===== src/rtl/stack_unit.sv =====
// rtl/stack_unit.sv - stack responder executing push/pop/call/return commands
module stack_unit #(
    parameter int DATA_W = 16,
    parameter int ADDR_W = 6
) (
    input  logic              CLK,
    input  logic              Reset,
    input  logic              CmdValid,
    input  logic [1:0]        Cmd,
    input  logic [DATA_W-1:0] WData,
    input  logic [DATA_W-1:0] RetAddr,
    input  logic              ClrErr,
    output logic              Ready,
    output logic              Done,
    output logic              Err,
    output logic [DATA_W-1:0] RData,
    output logic [DATA_W-1:0] RetOut,
    output logic [ADDR_W:0]   Count,
    output logic              Overflow,
    output logic              Underflow
);

    localparam int DEPTH = 1 << ADDR_W;

    typedef enum logic [1:0] {IDLE, EXEC, RESP} state_t;

    state_t            state, state_nxt;
    logic [1:0]        cmd_q;
    logic [DATA_W-1:0] word_q;
    logic              err_q;
    logic [DATA_W-1:0] mem [DEPTH];

    logic              full, empty, is_pop, in_exec;
    logic              do_write, do_read, push_ovf, pop_unf;
    logic [ADDR_W-1:0] wr_addr, top_addr;

    // Count reaches bit ADDR_W only at exactly DEPTH entries.
    assign full     = Count[ADDR_W];
    assign empty    = (Count == '0);
    assign is_pop   = cmd_q[0];
    assign in_exec  = (state == EXEC);
    assign wr_addr  = Count[ADDR_W-1:0];
    assign top_addr = wr_addr - ADDR_W'(1);
    assign do_write = in_exec && !is_pop && !full;
    assign do_read  = in_exec &&  is_pop && !empty;
    assign push_ovf = in_exec && !is_pop &&  full;
    assign pop_unf  = in_exec &&  is_pop &&  empty;

    always_ff @(posedge CLK or posedge Reset) begin
        if (Reset) state <= IDLE;
        else       state <= state_nxt;
    end

    always_comb begin
        state_nxt = state;
        Ready     = 1'b0;
        Done      = 1'b0;
        Err       = 1'b0;
        case (state)
            IDLE: begin
                Ready = 1'b1;
                if (CmdValid) state_nxt = EXEC;
            end
            EXEC: state_nxt = RESP;
            RESP: begin
                Done      = 1'b1;
                Err       = err_q;
                state_nxt = IDLE;
            end
            default: state_nxt = IDLE;
        endcase
    end

    always_ff @(posedge CLK or posedge Reset) begin
        if (Reset) begin
            cmd_q     <= '0;
            word_q    <= '0;
            err_q     <= 1'b0;
            Count     <= '0;
            RData     <= '0;
            RetOut    <= '0;
            Overflow  <= 1'b0;
            Underflow <= 1'b0;
        end else begin
            if (state == IDLE && CmdValid) begin
                cmd_q  <= Cmd;
                word_q <= Cmd[1] ? RetAddr : WData;
            end
            if (in_exec) err_q <= push_ovf || pop_unf;
            if (do_write) Count <= Count + (ADDR_W+1)'(1);
            if (do_read) begin
                Count <= Count - (ADDR_W+1)'(1);
                if (cmd_q[1]) RetOut <= mem[top_addr];
                else          RData  <= mem[top_addr];
            end
            // A flag being set on this edge takes priority over a clear.
            if (push_ovf)    Overflow  <= 1'b1;
            else if (ClrErr) Overflow  <= 1'b0;
            if (pop_unf)     Underflow <= 1'b1;
            else if (ClrErr) Underflow <= 1'b0;
        end
    end

    always_ff @(posedge CLK) begin
        if (do_write) mem[wr_addr] <= word_q;
    end

endmodule

===== config.mk =====
export PLATFORM = sky130hd
export DESIGN_NAME = stack_unit
export DESIGN_NICKNAME = d
export VERILOG_FILES = /design/src/rtl/stack_unit.sv
export SDC_FILE = /design/constraint.sdc
export NUM_CORES = 1
export LEC_CHECK = 0
export ABC_AREA = 1
export BUFFER_PORTS_ARGS = -buffer_cell sky130_fd_sc_hd__buf_4
export CAP_MARGIN = 10
export CORE_AREA = 4 4 273 341
export DETAILED_ROUTE_END_ITERATION = 12
export DIE_AREA = 0 0 277 345
export GPL_ROUTABILITY_DRIVEN = 0
export PLACE_DENSITY = 0.65
export SETUP_SLACK_MARGIN = 0.5
export SLEW_MARGIN = 0
export SYNTH_ARGS = -nofsm -noshare
export SYNTH_HDL_FRONTEND = slang
export SYNTH_SLANG_ARGS = --single-unit

===== constraint.sdc =====
create_clock -name CLK -period 4.3 [get_ports CLK]
set_clock_uncertainty 0.2 [all_clocks]
set_input_delay 1.075 -clock CLK [delete_from_list [all_inputs] [get_ports CLK]]
set_output_delay 1.075 -clock CLK [all_outputs]
set_load 0.1 [all_outputs]

# Yosys cells after proc, flatten, opt, wreduce, memory -nomap -nowiden
# Memories as Yosys holds them, arrays and structs flattened.
# Cells that the tools add are included.
# Widths: inputs -> output; s select.
[classes]
n_reduce_logical = 18
bitwise_logic = 1
n_mux = 13
addsub = 3
eq_ne = 3
[ops]
columns = ["operator", "count"]
rows = [
  ["$mux 16", 1],
  ["$mux 7", 2],
  ["$mux 1", 8],
  ["$add 7x1->7 const B", 1],
  ["$logic_and 1x1->1", 7],
  ["$logic_not 7->1", 1],
  ["$sub 7x1->7 const B", 1],
  ["$reduce_bool 2->1", 3],
  ["$sub 6x1->6 const B", 1],
  ["$pmux 2 s2", 1],
  ["$reduce_and 2->1", 2],
  ["$logic_not 1->1", 3],
  ["$eq 2x1->1 const B", 1],
  ["$eq 2x2->1 const B", 1],
  ["$logic_not 2->1", 1],
  ["$mux 2", 1],
  ["$ne 2x2->1 const B", 1],
  ["$logic_or 1x1->1", 1],
  ["$not 1->1", 1],
]
[totals]
n_memories = 1
ram_bits = 1024
register_bits = 62
out_inout_bits = 44
wordCells = 48
in_bits = 38
[mem_list]
columns = ["memory", "words", "width", "rd", "rd_clocked_by_memory_dff", "write_ports", "line_no", "rtl"]
rows = [
  ["mem", 64, 16, 1, 0, 1, "31", "logic [DATA_W-1:0] mem [DEPTH];"],
]

# Logic depth before layout (Yosys ltp)
[depth]
depth_word = 5
depth_mapped = 23
mapped_depth_nobuf = 19

# Worst setup path before layout
# No wires, ideal clock.
[synth_timing]
path_kind = "register -> output"
from = "register state[0]"
to = "output port Err"
path_slack_ns = 0.415
required_time_ns = 3.025
t_arrival_ns = 2.610
stages_incl_launch_ff = 2
path_buffers = 0
cell_sequence = "dfrtp_1 -> nor3b_1"
[synth_between]
elab_chain_cells = 2
[synth_lines]
columns = ["item", "line_no", "rtl"]
rows = [
  ["from (decl)", "27", "state_t state, state_nxt;"],
  ["from (signal assigned)", "51", "else state <= state_nxt;"],
  ["$eq 2x2->1", "59", "case (state)"],
  ["$mux 1", "59", ""],
  ["to (decl)", "15", "output logic Err,"],
]
# Every way passes these cells.

# Worst setup path in the final report
[layout_timing]
from = "register Count[1]"
to = "register RetOut[0] (read register of mem)"
[layout_between]
elab_chain_cells = 4
[layout_lines]
columns = ["item", "line_no", "rtl"]
rows = [
  ["from (decl)", "18", "output logic [ADDR_W:0] Count,"],
  ["from (signal assigned)", "90", "if (do_write) Count <= Count + (ADDR_W+1)'(1);"],
  ["from (signal assigned)", "92", "Count <= Count - (ADDR_W+1)'(1);"],
  ["parallel branches: the longest is 4 deep, another holds $mem_v2 64x16", "n/a", ""],
  ["to (decl)", "17", "output logic [DATA_W-1:0] RetOut,"],
]
# Parallel ways; which one is timed is not known.
# A chain may end at the register's enable or synchronous reset.

==> summary.md <==
| Metric | Value |
|---|---|
| Max-slew violation count | `0` |
| First-pass GRT wire length | `~180 mm` |
| Row count | `123` |
| Status | `finished, final reports clean` |
| Vias in the first global route | `~29000` |
| Die Area | `between 90000 and 100000 um^2` |
| CTS Hold Bufs | `0` |
| Hold crit path type | `reg -> reg` |
| DRC Markers | `0` |
| CP Cell Sequence | `inv_1 > ha_4 > clkinv_8 > buf_12 > nor2_1 > o21ai_0 > nand3_1 > nand3_1 > nand3_1 > nand3_1 > nand2_1 > nand2_1 > nand2_1` |
| Top cell type's share of synthesized area | `between 60% and 70%` |
| Power Total | `roughly 40 mW` |
| Worst slew pin tran | `around 1.1 ns` |
| Syn nets | `a little under 4000` |
| Post-layout min period | `approximately 3.7 ns` |
| # fillers | `around 7500` |
| CP max stage delay | `0.57 ns` |
| Fmax | `~270 MHz` |
| Final hold vios | `0` |
| Worst setup path endpoint | `RetOut[0]` |
| Vias | `29700` |
| Synth Flop Type | `edfxtp_1` |
| Arrival time worst endpoint | `slightly above 4 ns` |
| # H-tree levels | `3` |
| CP bufs+invs | `3` |
| Post-synthesis register bit count | `roughly 1100` |
| Slew margin rel. | `25.0%` |
| DR iter-0 viols | `3586` |
| Yosys warns | `0` |
| Setup violations, final | `0` |
| Netlist cell types | `35` |
| Initial antenna violation count | `3` |
| Nature of the critical path endpoint | `flip-flop` |
| Core footprint | `89900 um^2` |
| Top cells by area, synth | `edfxtp_1, nand2_1, nand3_1` |
| CTS Buffer Depth | `3` |
| Syn avg cell area | `between 10 and 15 um^2` |
| Hpwl dp | `approximately 73 mm` |
| Cells after Synth | `~3900` |
| Power per cell area | `approximately 800 nW/um^2` |
| VDD IR-drop max | `0.000843 V` |
| Length in cells of the worst reg-to-reg path | `13` |
| EDFF count, synth | `1024` |
| Cell repeated most along the worst path | `nand3_1` |
| Die width | `about 280 um` |
| R2r endpoint | `RetOut[0]` |
| Crit Path Category | `reg -> reg` |
| Critical Path RT | `4.71 ns` |
| CTS buffer count | `100` |
| Crit path launch type | `flip-flop` |
| # Max-Cap Violations | `0` |
| Post-synthesis sequential area ratio | `72.4%` |
| Largest net degree at the start of global routing | `~180` |
| Leakage | `~18 nW` |
| Clock root cell | `clkbuf_16` |
| Clock Sinks | `approximately 1100` |
| Gr usage total | `between 20% and 30%` |
| Setup repair after global routing missed its margin | `no` |
| Crit path max-delay family | `simple AND/OR/NAND/NOR gates` |
| CP Max Fanout | `between 60 and 70` |
| Crit path from | `Count[1]` |
| Ys async rst share | `5.71%` |
| Top-level I/O count | `82` |
| Initial Utilization | `49.6%` |
| Tcrit/Tclk final | `a little under nine tenths` |
| Cell with the most instances after synthesis | `edfxtp_1` |
| Final wirelength | `125 mm` |
| Routed wire per std cell | `23.9 um` |
| Antenna Nets Post-Route | `0` |
| PortBufs | `between 80 and 90` |
| First-pass DRT Iterations | `6` |
| Post-synth top cells | `edfxtp_1, nand2_1, nor2_1` |
| RR Startpoint | `Count[1]` |
| Nets | `around 4000` |
| Area delta synth->final | `11.9%` |
| Slowest stage cell, crit path | `dfrtp_1` |
| Total grt overflow | `0` |
| Post-synthesis instance area | `44600 um^2` |
| R2R setup slack | `0.60 ns` |
| ANT cells | `0` |
| Die extent in y | `approximately 350 um` |
| Layout cell share with drive strength beyond 1 | `10.1%` |
| Skew-Pair Late Insertion Delay | `0.68 ns` |
| Worst-path clk slew | `~0.06 ns` |
| Post-DR vias/cell | `roughly 5.7` |
| TritonCTS clock tree | `done` |
| Total negative slack | `0 ns` |
| WP depth | `13` |
| Post-synth top area cell | `edfxtp_1` |
-- flip-flops by register name, summed over array words and instances, names as in the netlist --
signal and count:
Count 7, mem 1024, Overflow 1, RetOut 16
RData 16, err_q 1, state 2, cmd_q 2
Underflow 1, word_q 16
-- kinds of logic (layout without fill, tap and decap cells) --
logic type | after synthesis | after routing | share of synthesized area, %
fa+ha+maj | 2 | 2 | 0.0561
buf+inv | 340 | 503 | 3.82
flops | 1086 | 1086 | 72.4
compound gates | 352 | 352 | 4.29
xor+xnor | 5 | 5 | 0.132
simple gates | 2086 | 2086 | 19.3
-- worst min-delay path by stage --
| stage | from | to | cells after the start |
|---|---|---|---|
| floorplan | err_q | err_q | 2 |
| global placement | err_q | err_q | 2 |
| detailed placement | RetOut[6] | RetOut[6] | 2 |
| CTS | RetOut[6] | RetOut[6] | 2 |
| global route | RetOut[1] | RetOut[1] | 2 |
| finish | err_q | err_q | 2 |
-- cell type report --
| type | instances | area (um^2) | area share (%) |
|---|---|---|---|
| Sequential cell | 1086 | 32300 | 64.8 |
| Tap cell | 1187 | 1490 | 2.98 |
| Multi-Input combinational cell | 2445 | 10600 | 21.3 |
| Inverter | 106 | 433 | 0.867 |
| Clock inverter | 55 | 493 | 0.988 |
| Timing Repair Buffer | 209 | 1750 | 3.50 |
| Clock buffer | 133 | 2780 | 5.57 |
-- stage by stage --
stage / worst slack, ns / cell area, um^2 / util [%] / hold WS, ns / std cells
floorplan: 0.853 / 44600 / - / 0.257 / 3871
global route: 0.521 / 49900 / 55.5 / 0.347 / 5221
detailed placement: 0.334 / 46600 / 51.9 / 0.293 / 5033
finish: 0.599 / 49900 / 55.5 / 0.318 / 5221
CTS: 0.548 / 49900 / 55.5 / 0.309 / 5221
global placement: 0.382 / 46600 / 51.9 / 0.293 / 5033
-- worst reg2reg max path: stages (launching register included) --
cell and delay, ns:
dfrtp_1 0.57, inv_1 0.28, ha_4 0.41, clkinv_8 0.28
buf_12 0.34, nor2_1 0.19, o21ai_0 0.08, nand3_1 0.15
nand3_1 0.28, nand3_1 0.20, nand3_1 0.19, nand2_1 0.32
nand2_1 0.09, nand2_1 0.07
-- what timing repair did --
action                                  in CTS  in global routing
buffers inserted                             0                  0
hold endpoints to repair                     0                  0
resized for setup                            2                  3
endpoints found under the setup margin       8                  6
-- layout by cell type (no fill, tap or decap), types with 2 or more instances in the layout --
master	n
xor2_1	2
inv_2	6
inv_1	94
nand2_1	865
edfxtp_1	1024
nand2_2	3
a31oi_1	16
clkbuf_16	104
inv_6	3
o21ai_0	280
bufinv_16	8
nand3_1	565
clkinv_2	21
clkbuf_1	22
or2_2	7
clkinv_8	2
nor2_2	6
nand2_4	2
dfrtp_2	16
dfrtp_1	45
clkinv_1	22
o211ai_1	51
o21ai_1	2
clkinvlp_4	2
buf_4	194
buf_12	14
clkbuf_8	7
inv_16	2
nor2_1	634
-- layer usage --
| metal | vias to the layer above | wire, um | GRT usage (%) |
|---|---|---|---|
| met5 | - | 23 | 0 |
| met4 | 4 | 6610 | 12.4 |
| met3 | 285 | 8460 | 3.49 |
| met2 | 1271 | 62300 | 43.3 |
| met1 | 14500 | 47200 | 32.4 |
| li1 | 13600 | - | - |
-- power by group --
group	switching (mW)	internal, mW	total, mW
registers	0.735	12.6	13.3
clock network	3.85	5.03	8.88
logic	13.2	4.67	17.9
total	17.8	22.3	40.1
No activity file was read; power rests on OpenSTA's default activity.
